[config.mk]
export PLATFORM = sky130hd
export DESIGN_NAME = op_acc
export DESIGN_NICKNAME = d
export VERILOG_FILES = /design/src/rtl/op_pkg.sv /design/src/rtl/op_add.sv /design/src/rtl/op_acc.sv
export SDC_FILE = /design/constraint.sdc
export NUM_CORES = 1
export LEC_CHECK = 0
export BUFFER_PORTS_ARGS = -buffer_cell sky130_fd_sc_hd__buf_2
export CAP_MARGIN = 20
export CORE_ASPECT_RATIO = 0.5
export CORE_MARGIN = 2
export CORE_UTILIZATION = 50
export CTS_BUF_LIST = sky130_fd_sc_hd__clkbuf_8 sky130_fd_sc_hd__clkbuf_16
export CTS_CLUSTER_DIAMETER = 40
export DETAILED_ROUTE_END_ITERATION = 12
export PLACE_DENSITY = 0.73
export SYNTH_ARGS = -nofsm -noshare
export SYNTH_HDL_FRONTEND = slang
export SYNTH_SLANG_ARGS = --single-unit
[constraint.sdc]
create_clock -name clk -period 3 [get_ports clk]
set_input_delay 0.15 -clock clk [delete_from_list [all_inputs] [get_ports clk]]
set_output_delay 0.15 -clock clk [all_outputs]
set_load 0.01 [all_outputs]
[src/rtl/op_pkg.sv]
`default_nettype none
// ============================================================================
//  Module   : op_pkg
//  Purpose  : Shared types and helpers for the operand accumulator:
//             FSM state encoding, latched mode record and saturation limits.
//  Revision : 1.0 - initial release
// ============================================================================
package op_pkg;

    // Accumulator sequence states
    typedef enum logic [1:0] {
        ST_IDLE = 2'd0,
        ST_ACC  = 2'd1,
        ST_DONE = 2'd2
    } state_e;

    // Arithmetic mode captured on the first beat of a sequence
    typedef struct packed {
        logic is_signed;
        logic saturate;
    } mode_t;

    localparam int unsigned C_LIMIT_W = 64;

    // Largest representable value for an n-bit operand (callers truncate to n bits)
    function automatic logic [C_LIMIT_W-1:0] sat_max(input int unsigned n, input logic sgn);
        logic [C_LIMIT_W-1:0] one;
        one = {{(C_LIMIT_W-1){1'b0}}, 1'b1};
        return sgn ? ((one << (n - 1)) - one) : ((one << n) - one);
    endfunction

    // Smallest representable value for an n-bit operand (callers truncate to n bits)
    function automatic logic [C_LIMIT_W-1:0] sat_min(input int unsigned n, input logic sgn);
        logic [C_LIMIT_W-1:0] one;
        one = {{(C_LIMIT_W-1){1'b0}}, 1'b1};
        return sgn ? (one << (n - 1)) : {C_LIMIT_W{1'b0}};
    endfunction

endpackage
`default_nettype wire

[src/rtl/op_add.sv]
`default_nettype none
// ============================================================================
//  Module   : op_add
//  Purpose  : Single N-bit add with overflow/underflow detection and optional
//             clamping; signedness and saturation fixed by parameters.
//  Revision : 1.0 - initial release
// ============================================================================
module op_add
    import op_pkg::*;
#(
    parameter int N        = 8,
    parameter bit SIGNED   = 1'b0,
    parameter bit SATURATE = 1'b0
) (
    input  logic [N-1:0] a_i,
    input  logic [N-1:0] b_i,
    output logic [N-1:0] sum_o,
    output logic         ov_o,
    output logic         uv_o
);

    localparam logic [N-1:0] C_MAX = N'(sat_max(N, SIGNED));
    localparam logic [N-1:0] C_MIN = N'(sat_min(N, SIGNED));

    logic [N:0]   full_w;
    logic [N-1:0] wrap_w;
    logic         s_ov_w;
    logic         s_uv_w;

    assign full_w = {1'b0, a_i} + {1'b0, b_i};
    assign wrap_w = full_w[N-1:0];

    // Two's-complement: sign of result disagrees with the common operand sign
    assign s_ov_w = ~a_i[N-1] & ~b_i[N-1] &  wrap_w[N-1];
    assign s_uv_w =  a_i[N-1] &  b_i[N-1] & ~wrap_w[N-1];

    assign ov_o = SIGNED ? s_ov_w : full_w[N];
    assign uv_o = SIGNED ? s_uv_w : 1'b0;

    // Clamp to the mode's limits when saturating, otherwise pass the modulo sum
    always_comb begin
        sum_o = wrap_w;
        if (SATURATE && ov_o) begin
            sum_o = C_MAX;
        end else if (SATURATE && uv_o) begin
            sum_o = C_MIN;
        end
    end

endmodule
`default_nettype wire

[src/rtl/op_acc.sv]
`default_nettype none
// ============================================================================
//  Module   : op_acc
//  Purpose  : Accumulates LEN operand beats into one N-bit result with
//             runtime-selected signed/unsigned and saturate/wrap arithmetic,
//             sticky overflow/underflow flags and valid/ready handshakes.
//  Revision : 1.0 - initial release
// ============================================================================
module op_acc
    import op_pkg::*;
#(
    parameter int N   = 8,
    parameter int LEN = 4
) (
    input  logic         clk,
    input  logic         rst_n,
    input  logic         clr,
    input  logic         cfg_signed,
    input  logic         cfg_saturate,
    input  logic         in_valid,
    output logic         in_ready,
    input  logic [N-1:0] in_data,
    output logic         out_valid,
    input  logic         out_ready,
    output logic [N-1:0] out_data,
    output logic         out_ov,
    output logic         out_uv
);

    localparam int CW = $clog2(LEN + 1);

    state_e        state_q, state_d;
    logic [N-1:0]  acc_q,   acc_d;
    logic [CW-1:0] cnt_q,   cnt_d;
    mode_t         mode_q,  mode_d;
    logic          ov_q,    ov_d;
    logic          uv_q,    uv_d;
    logic          rdy_q,   rdy_d;
    logic          vld_q,   vld_d;

    logic [N-1:0]  add_sum_w [4];
    logic [3:0]    add_ov_w;
    logic [3:0]    add_uv_w;
    logic [1:0]    sel_w;
    logic          beat_w;
    logic          xfer_w;

    // One adder per mode combination; index = {signed, saturate}
    for (genvar m = 0; m < 4; m++) begin : g_mode
        op_add #(
            .N        (N),
            .SIGNED   ((m / 2) == 1),
            .SATURATE ((m % 2) == 1)
        ) u_add (
            .a_i   (acc_q),
            .b_i   (in_data),
            .sum_o (add_sum_w[m]),
            .ov_o  (add_ov_w[m]),
            .uv_o  (add_uv_w[m])
        );
    end

    assign sel_w     = {mode_q.is_signed, mode_q.saturate};

    // clr masks both handshakes in the same cycle so it wins over any transfer
    assign in_ready  = rdy_q & ~clr;
    assign out_valid = vld_q & ~clr;
    assign out_data  = acc_q;
    assign out_ov    = ov_q;
    assign out_uv    = uv_q;

    assign beat_w    = in_valid  & in_ready;
    assign xfer_w    = out_valid & out_ready;

    // Next-state and datapath decision for the sequence FSM
    always_comb begin
        state_d = state_q;
        acc_d   = acc_q;
        cnt_d   = cnt_q;
        mode_d  = mode_q;
        ov_d    = ov_q;
        uv_d    = uv_q;
        if (clr) begin
            state_d = ST_IDLE;
            acc_d   = '0;
            cnt_d   = '0;
            ov_d    = 1'b0;
            uv_d    = 1'b0;
        end else begin
            case (state_q)
                ST_IDLE: begin
                    if (beat_w) begin
                        acc_d   = in_data;
                        cnt_d   = CW'(1);
                        mode_d  = '{is_signed: cfg_signed, saturate: cfg_saturate};
                        ov_d    = 1'b0;
                        uv_d    = 1'b0;
                        state_d = ST_ACC;
                    end
                end
                ST_ACC: begin
                    if (beat_w) begin
                        acc_d = add_sum_w[sel_w];
                        ov_d  = ov_q | add_ov_w[sel_w];
                        uv_d  = uv_q | add_uv_w[sel_w];
                        cnt_d = cnt_q + CW'(1);
                        if (cnt_q == CW'(LEN - 1)) begin
                            state_d = ST_DONE;
                        end
                    end
                end
                ST_DONE: begin
                    if (xfer_w) begin
                        cnt_d   = '0;
                        state_d = ST_IDLE;
                    end
                end
                default: begin
                    state_d = ST_IDLE;
                    cnt_d   = '0;
                end
            endcase
        end
    end

    // Handshake outputs are registered from the next state
    assign rdy_d = (state_d != ST_DONE);
    assign vld_d = (state_d == ST_DONE);

    // Sequence state registers; reset discards any partial sequence
    always_ff @(posedge clk or negedge rst_n) begin
        if (!rst_n) begin
            state_q <= ST_IDLE;
            acc_q   <= '0;
            cnt_q   <= '0;
            mode_q  <= '0;
            ov_q    <= 1'b0;
            uv_q    <= 1'b0;
            rdy_q   <= 1'b0;
            vld_q   <= 1'b0;
        end else begin
            state_q <= state_d;
            acc_q   <= acc_d;
            cnt_q   <= cnt_d;
            mode_q  <= mode_d;
            ov_q    <= ov_d;
            uv_q    <= uv_d;
            rdy_q   <= rdy_d;
            vld_q   <= vld_d;
        end
    end

endmodule
`default_nettype wire

# After elaboration in Yosys (flattened, before gate mapping)

Cells that the tools add are included.

Bits in registers: 19
Input port bits: 15
Output and inout bits: 12
Word-level logic and storage cells: 73

$add $sub $neg: 2
Magnitude comparators: 2
Equal/unequal tests: 8
Muxes and demuxes: 32
Bitwise operators: 15
Reductions and logical operators: 5

Operators by type and width:

| operator                                                              | count |
|---|---|
| 8-bit two-way mux                                                     | 8 |
| 8-bit binary-select mux with 2-bit select                             | 1 |
| 8-bit one-hot mux with 2 select lines                                 | 1 |
| 3-bit two-way mux                                                     | 4 |
| 2-bit two-way mux                                                     | 5 |
| 8-bit by 8-bit adder with 9-bit output                                | 1 |
| 3-bit inequality test (second input constant)                         | 3 |
| 3-bit one-hot mux with 3 select lines                                 | 1 |
| 3-bit AND reduction                                                   | 3 |
| 1-bit AND                                                             | 8 |
| 1-bit two-way mux                                                     | 7 |
| 2-bit one-hot mux with 3 select lines                                 | 1 |
| 1-bit binary-select mux with 2-bit select                             | 2 |
| 2-bit == test (second input constant)                                 | 2 |
| 1-bit inverter                                                        | 4 |
| 1-bit one-hot mux with 2 select lines                                 | 2 |
| 3-bit by 1-bit adder with 3-bit output (second input constant)        | 1 |
| 3-bit by 2-bit == test with 1-bit output (second input constant)      | 1 |
| 3-bit greater-or-equal comparator (second input constant)             | 1 |
| 2-bit by 3-bit < comparator with 1-bit output (second input constant) | 1 |
| 2-bit inverter with 3-bit output                                      | 1 |
| 3-bit nonzero test                                                    | 1 |
| 2-bit by 1-bit == test with 1-bit output (second input constant)      | 1 |
| 2-bit logical NOT                                                     | 1 |
| 2 further kinds                                                       | 3 |

# Longest topological paths before layout

Gate-level depths: netlist of run 1.

Depth after elaboration: 11
Gate-level depth with buffers: 8

# Cells and area by module

Synthesis of run 1 repeated with hierarchy kept, for this count alone.

Cell total of the unflattened synthesis: 311
Area total of the unflattened synthesis: 2776.4 sq um

Modules (own cells, without submodules):

| module                    | instances | cells an instance | area each (sq um) |
|---|---|---|---|
| op_acc                    | 1         | 116               | 1234.9 |
| op_add at g_mode[3].u_add | 1         | 51                | 436.7 |
| op_add at g_mode[1].u_add | 1         | 51                | 399.1 |
| op_add at g_mode[2].u_add | 1         | 49                | 370.4 |
| op_add at g_mode[0].u_add | 1         | 44                | 335.3 |

# Worst setup path after synthesis of run 1

Ideal clock, no wire load.

Path kind: flip-flop to flip-flop
Start point: reg acc_q[0] (netlist: out_data[0])
End point: reg acc_q[7] (netlist: out_data[7])
Library setup time: 0.124 ns
Arrival: 2.102 ns
Required time: 2.876 ns
Setup slack: 0.774 ns
Cell stages (with the launch flop): 9
Path buffers: 0
Cells stage by stage: dfrtp_1 ha_1 fa_1 a211oi_1 o211ai_1 a21oi_2 o221ai_1 a21o_1 o31a_1

Cells in the longest elaborated chain, start to end: 11
Elaborated cells between the ends (all ways): 13
Those cells by class: add/sub (1); mux (9); bitwise (3)

RTL lines:

| item                                                   | line          | source |
|---|---|---|
| start: declaration                                     | op_acc.sv:33  | `logic [N-1:0] acc_q, acc_d;` |
| start signal: assignment                               | op_acc.sv:134 | `acc_q <= '0;` |
| start signal: assignment                               | op_acc.sv:143 | `acc_q <= acc_d;` |
| 8-bit by 8-bit adder with 9-bit output *               | op_add.sv:30  | `assign full_w = {1'b0, a_i} + {1'b0, b_i};` |
| 1-bit inverter                                         | op_add.sv:35  | `assign s_uv_w = a_i[N-1] & b_i[N-1] & ~wrap_w[N-1];` |
| 1-bit AND                                              | op_add.sv:35  |  |
| 8-bit two-way mux                                      | op_add.sv:45  | `end else if (SATURATE && uv_o) begin` |
| 8-bit two-way mux                                      | op_add.sv:43  | `if (SATURATE && ov_o) begin` |
| 8-bit binary-select mux with 2-bit select *            | op_acc.sv:103 | `acc_d = add_sum_w[sel_w];` |
| 8-bit two-way mux (not written as such) * (2 in a row) | op_acc.sv:103 |  |
| 8-bit two-way mux *                                    | op_acc.sv:102 | `if (beat_w) begin` |
| 8-bit one-hot mux with 2 select lines *                | op_acc.sv:90  | `case (state_q)` |
| 8-bit two-way mux *                                    | op_acc.sv:83  | `if (clr) begin` |

Mark *: on every way between the ends. The rest lies on a longest branch, timed or not. The select of a mux whose other input is x is not followed.
A chain may end at the register's enable or synchronous reset.

# Worst setup path in the final report of run 1

Same ends and word-level chain as after synthesis.

==> results of run 1 <==
-- repair_timing --
item,CTS,global route
hold endpoints to repair,19,0
endpoints found under the setup margin,0,0
hold buffers,1,0
-- critical path, cell delays in order (launching register included) --
cell,delay (ps)
dfrtp_1,400
ha_1,220
fa_1,430
a211oi_1,320
o211ai_1,170
a21oi_2,260
o221ai_1,150
a21o_1,190
o31a_1,90
-- layout make-up --
cell class / instances / area share
clock inverter: 1 / 0.00440
inverter: 9 / 0.0198
tap: 37 / 0.0271
clock buffer: 3 / 0.0242
multi-input combinational: 133 / 0.564
timing repair buffer: 27 / 0.0821
sequential: 19 / 0.278
-- routing by layer --
metal | vias to the layer above | share of wire | routed length, microns | GRT usage
li1 | 683 | - | - | -
met1 | 642 | 0.49 | 1720 | 0.335
met2 | 50 | 0.42 | 1460 | 0.339
met3 | 6 | 0.083 | 290 | 0.0553
met4 | 0 | 0.011 | 38 | 0.0508
met5 | - | 0 | 0 | 0
-- where the power goes --
group	switching (W)	internal (W)	total [W]
registers	0.0000433	0.000288	0.000331
clock network	0.000102	0.0000941	0.000196
logic	0.000254	0.000183	0.000437
-- cell families (layout without fill, tap and decap cells) --
family / Yosys count / after routing / synth area share
AOI/OAI and AO/OA: 55 / 55 / 0.290
xor gates and xnor gates: 5 / 5 / 0.0292
adders and majority gates: 12 / 12 / 0.105
buffers and inverters: 14 / 40 / 0.0417
DFF: 19 / 19 / 0.317
muxes: 1 / 1 / 0.00667
and+or+nand+nor: 60 / 60 / 0.211
-- stage by stage --
step | util | instances | total power (W) | hold WS (ps) | setup slack [ps]
floorplan | - | 166 | 0.000663 | -146 | 774
global route | 0.629 | 229 | 0.00104 | 122 | 416
detailed placement | 0.607 | 224 | 0.000767 | 135 | 689
CTS | 0.629 | 229 | 0.000967 | 86.6 | 650
global placement | 0.607 | 224 | 0.000760 | 130 | 736
finish | 0.629 | 229 | 0.000964 | 91.9 | 648
-- final timing paths --
| kind | to | depth (start not counted) |
|---|---|---|
| max reg2reg | out_data[7] | 8 |
| max | out_data[7] | 8 |
| min in group asynchronous | out_data[5] | 2 |
| max in group asynchronous | state_q[0] | 2 |
| min reg2reg | out_uv | 1 |
| min | mode_q[1] | 3 |
-- state kept, by name, summed over array words and instances, names as in the netlist --
name	flops
out_data	8
cnt_q	3
mode_q	2
state_q	2
out_ov	1
out_uv	1
rdy_q	1
vld_q	1
-- cell usage in the layout, fill, tap and decap left out, drive strengths merged, types with 4 or more instances in the layout --
cell,Yosys,layout
inv,9,9
ha,11,11
nand2,7,7
o31ai,8,8
a31oi,6,6
nor4b,6,6
nand3,5,5
buf,3,26
xnor2,4,4
a21oi,13,13
dfrtp,19,19
nor2,26,26
o21ai,5,5
==> flow_metrics.tcl, run 1 <==
set metrics [dict create \
    grt_overflow_total 0 \
    synthTopCellsByCount "nor2_1, dfrtp_1, ha_1" \
    coreArea_sq_mm 0.00272 \
    fin_crit_ps 2350 \
    via_count 1381 \
    drc_errors 0 \
    synthesis.nets 193 \
    postLayoutCellArea_sq_mm 0.00171 \
    grt_max_degree 24 \
    fillers 238 \
    arrival_ps 2510 \
    startpoint "out_data[0]" \
    viasPerCell 6.03 \
    numCtsBuffers 3 \
    dpl_cell_area_sq_mm 0.00165 \
    insertion_delay_ps 270 \
    critPathCaptureType "flip-flop" \
    min_from "cfg_signed" \
    clk_path_buf_depth 2 \
    die_h_microns 42.8 \
    yosysTopAreaCell "dfrtp_1" \
    skew_ps 3.65 \
    tns_ps 0 \
    clock_sinks 19 \
    synth_edf_count 0 \
    clk_pin_slew_ps 80 \
    post_cts_buffers 0 \
    syn_area_per_cell_sq_um 9.04 \
    synth-async-reset-ratio 1.00 \
    grt_pass1_wl_mm 6.08 \
    cts_tree "built" \
    cts.htree.levels 1 \
    worstSetupPathType "reg2reg" \
    rrSetupSlack_ps 650 \
    gp_congestion 0.816 \
    drtIter0Drc 67 \
    p_leak_nw 0.757 \
    antenna_found_initial 0 \
    max_freq_mhz 425 \
    maxCapViolCount 0 \
    wl_per_cell_microns 15.3 \
    ir_worst_vdd_v 0.000305 \
    synth_top_area_frac 0.317 \
    rows 13 \
    multi_input_area_sq_um 963 \
    fin_nets 220 \
    dieWidth_microns 81.5 \
    cp.required_ps 3160 \
    max_slew_margin 0.503 \
    layout-drive-gt1-share 0.229 \
    io_buffers 26 \
    first_global_vias 1253 \
    totalWireLength_mm 3.50 \
    worst_pin_slew_ps 745 \
    yosysUniqueCellTypes 48 \
    start_kind "flip-flop" \
    initial_utilization 0.553 \
    yosysSeqAreaShare 0.317 \
    synthFlopType "dfrtp_1" \
    critPathMaxFanout 3 \
    ctsResizeCount 0 \
    synth_seq_cells 19 \
    flow.area_growth_from_synthesis_pct 13.8 \
    rsz0062_at_grt "no" \
    hold_class "in2reg" \
    grt_util_all_layers 0.229 \
    slew_violations 0 \
    die_area_sq_mm 0.00348 \
    dp_hpwl_mm 2.54 \
    p_per_area_mw_per_mm2 565 \
    boundaryPins 27 \
    regArea_sq_um 475 \
    yosysMostFrequentCell "nor2_1" \
    synth_warnings 0 \
    ant_nets 0 \
    status "finished, final reports clean" \
    cts-root-buf "clkbuf_8" \
    synth_area_sq_mm 0.00150 \
    finalSetupViolCount 0 \
    hold_viol_final 0 \
    syn-instance-count 166 \
    rr_startpoint "out_data[0]" \
    drt-pass1-iter-count 4 \
    synth.top_cells.by_area "dfrtp_1, ha_1, nor2_1, nor4b_1, a21oi_1" \
    n_antenna_cell 0 \
    period_share 0.784 \
]
Power figures use the tool's default switching activity.
==> run 2, diff against run 1 <==
==> constraint.sdc (replaced) <==
create_clock -name clk -period 2.38 [get_ports clk]
set_input_delay 0.119 -clock clk [delete_from_list [all_inputs] [get_ports clk]]
set_output_delay 0.119 -clock clk [all_outputs]
set_load 0.01 [all_outputs]
==> run 2 against run 1 <==
Against the previous run:
- final area grew 2.1%
- combinational power is 35% higher
- worst setup slack lost 550 ps
- first-iteration DRC count is 25% lower
- critical path type unchanged
==> flow_metrics.tcl, run 2 (synthesis gave the netlist of run 1 again) <==
set metrics [dict create \
    seqPwrFrac 0.330 \
    rows 13 \
    wl_per_cell_microns 15.4 \
    intPower_w 0.000735 \
    max_freq_mhz 438 \
    grt_util_all_layers 0.221 \
    cp.depth 7 \
    drc_errors 0 \
    rrSetupSlack_ps 100 \
    status "finished, final reports clean" \
    top_layer_used "met4" \
    io_buffers 26 \
    holdPathStages 3 \
    dieWidth_microns 81.5 \
    crit_slowest_cell "o41ai_2" \
    cp.required_ps 2520 \
    cts-root-buf "clkbuf_8" \
    numCtsBuffers 3 \
    grt_max_degree 20 \
    start_kind "flip-flop" \
    combPwrFrac 0.475 \
    critPathCaptureType "flip-flop" \
    fin_nets 224 \
    die_h_microns 42.8 \
    via_count 1364 \
    crit_buf_inv 0 \
    gp_congestion 0.828 \
    met3_length_microns 232 \
    fin_crit_ps 2280 \
    arrival_ps 2420 \
    period_share 0.960 \
    crit_path_frequent_cell "nor2_2" \
    switching_share 0.409 \
    final_common_cell "buf_2" \
    clk_path_buf_depth 2 \
    worst_r2r_path_depth 7 \
    max_slew_margin 0.648 \
    tns_ps 0 \
    clkPwrFrac 0.195 \
    path_cells "ha_1, a21oi_2, nor2_2, o41ai_2, nor2_2, o31ai_4, o31ai_1" \
    p_leak_nw 0.777 \
    grt_overflow_total 0 \
    hold_class "in2reg" \
    n_antenna_cell 0 \
    first_global_vias 1302 \
    met2_length_mm 1.51 \
    viasPerCell 5.85 \
    flow.area_growth_from_synthesis_pct 16.1 \
    ir_worst_vdd_v 0.000338 \
    critPathMaxFanout 6 \
    boundaryPins 27 \
    p_sw_w 0.000508 \
    dp_hpwl_mm 2.60 \
    insertion_delay_ps 260 \
    initial_utilization 0.553 \
    maxCapViolCount 0 \
    ant_nets 0 \
    wirelength_met1_mm 1.81 \
    drtIter0Drc 50 \
    hold_viol_final 0 \
    antenna_found_initial 0 \
    worst_pin_slew_ps 527 \
    cp_slowest_stage_delay_ps 490 \
    drt-pass1-iter-count 4 \
    totalWireLength_mm 3.59 \
    finalSetupViolCount 0 \
    clock_sinks 19 \
    grt_pass1_wl_mm 5.84 \
    final_cell_mix "buf_2, nor2_1, dfrtp_1, ha_1, a21oi_1" \
    skew_ps 0.807 \
    p_per_area_mw_per_mm2 713 \
    cp_top_family "compound AO/OA/AOI/OAI gates" \
    clk_pin_slew_ps 80 \
    p_total_w 0.00124 \
    cts_tree "built" \
    rsz0062_at_grt "no" \
    cts.htree.levels 1 \
    fillers 246 \
    coreArea_sq_mm 0.00272 \
    worstSetupPathType "reg2reg" \
    largest_register_ffs 8 \
    die_area_sq_mm 0.00348 \
    slew_violations 0 \
    layout-drive-gt1-share 0.250 \
]
[run 2: path summary, 6_finish.rpt]
kind	startpoint	to
max in group asynchronous	rst_n	out_data[3]
min in group asynchronous	rst_n	out_ov
max	out_data[1]	out_data[0]
min	cfg_saturate	mode_q[0]
min reg2reg	out_uv	out_uv
max reg2reg	out_data[1]	out_data[0]
[run 2: worst min-delay path: cells and delay by family]
kind	cells	cell delay (ps)
AND/OR/NAND/NOR	1	30
buffers and inverters	1	70
AO/OA/AOI/OAI	1	50
[run 2: power by group through the flow]
stage	sequential (W)	clock (W)	combinational, W
floorplan	0.000420	0	0.000416
global placement	0.000414	0	0.000561
detailed placement	0.000416	0	0.000570
CTS	0.000410	0.000249	0.000575
global route	0.000416	0.000259	0.000654
finish	0.000410	0.000242	0.000590
[run 2: metal layers]
layer  vias to the layer above  GRT usage
li1                        683          -
met4                         0     0.0305
met2                        44      0.356
met1                       631      0.308
met5                         -          0
met3                         6     0.0511
[run 2: area by class of cell]
type / instances / area (sq um) / area share
Multi-Input combinational cell: 133 / 968 / 0.556
Clock buffer: 3 / 41.3 / 0.0237
Sequential cell: 19 / 475 / 0.273
Clock inverter: 1 / 7.51 / 0.00431
Inverter: 9 / 33.8 / 0.0194
Tap cell: 37 / 46.3 / 0.0266
Timing Repair Buffer: 31 / 170 / 0.0976
[run 2: per-stage QoR]
step | cells | setup WS, ps | hold slack [ps] | utilization | area [sq um]
floorplan | 166 | 154 | -177 | - | 1500
global placement | 227 | 114 | 93.6 | 0.615 | 1670
detailed placement | 227 | 64.8 | 105 | 0.615 | 1670
CTS | 232 | 45.0 | 47.8 | 0.637 | 1730
global route | 233 | 5.78 | 71.8 | 0.642 | 1740
finish | 233 | 95.0 | 50.4 | 0.642 | 1740
[run 2: timing repair]
item | 4_1_cts | 5_1_grt
hold buffers | 1 | 0
buffers inserted | 0 | 1
hold endpoints to repair | 19 | 0
setup endpoints to repair | 0 | 7
resized for setup | 0 | 1
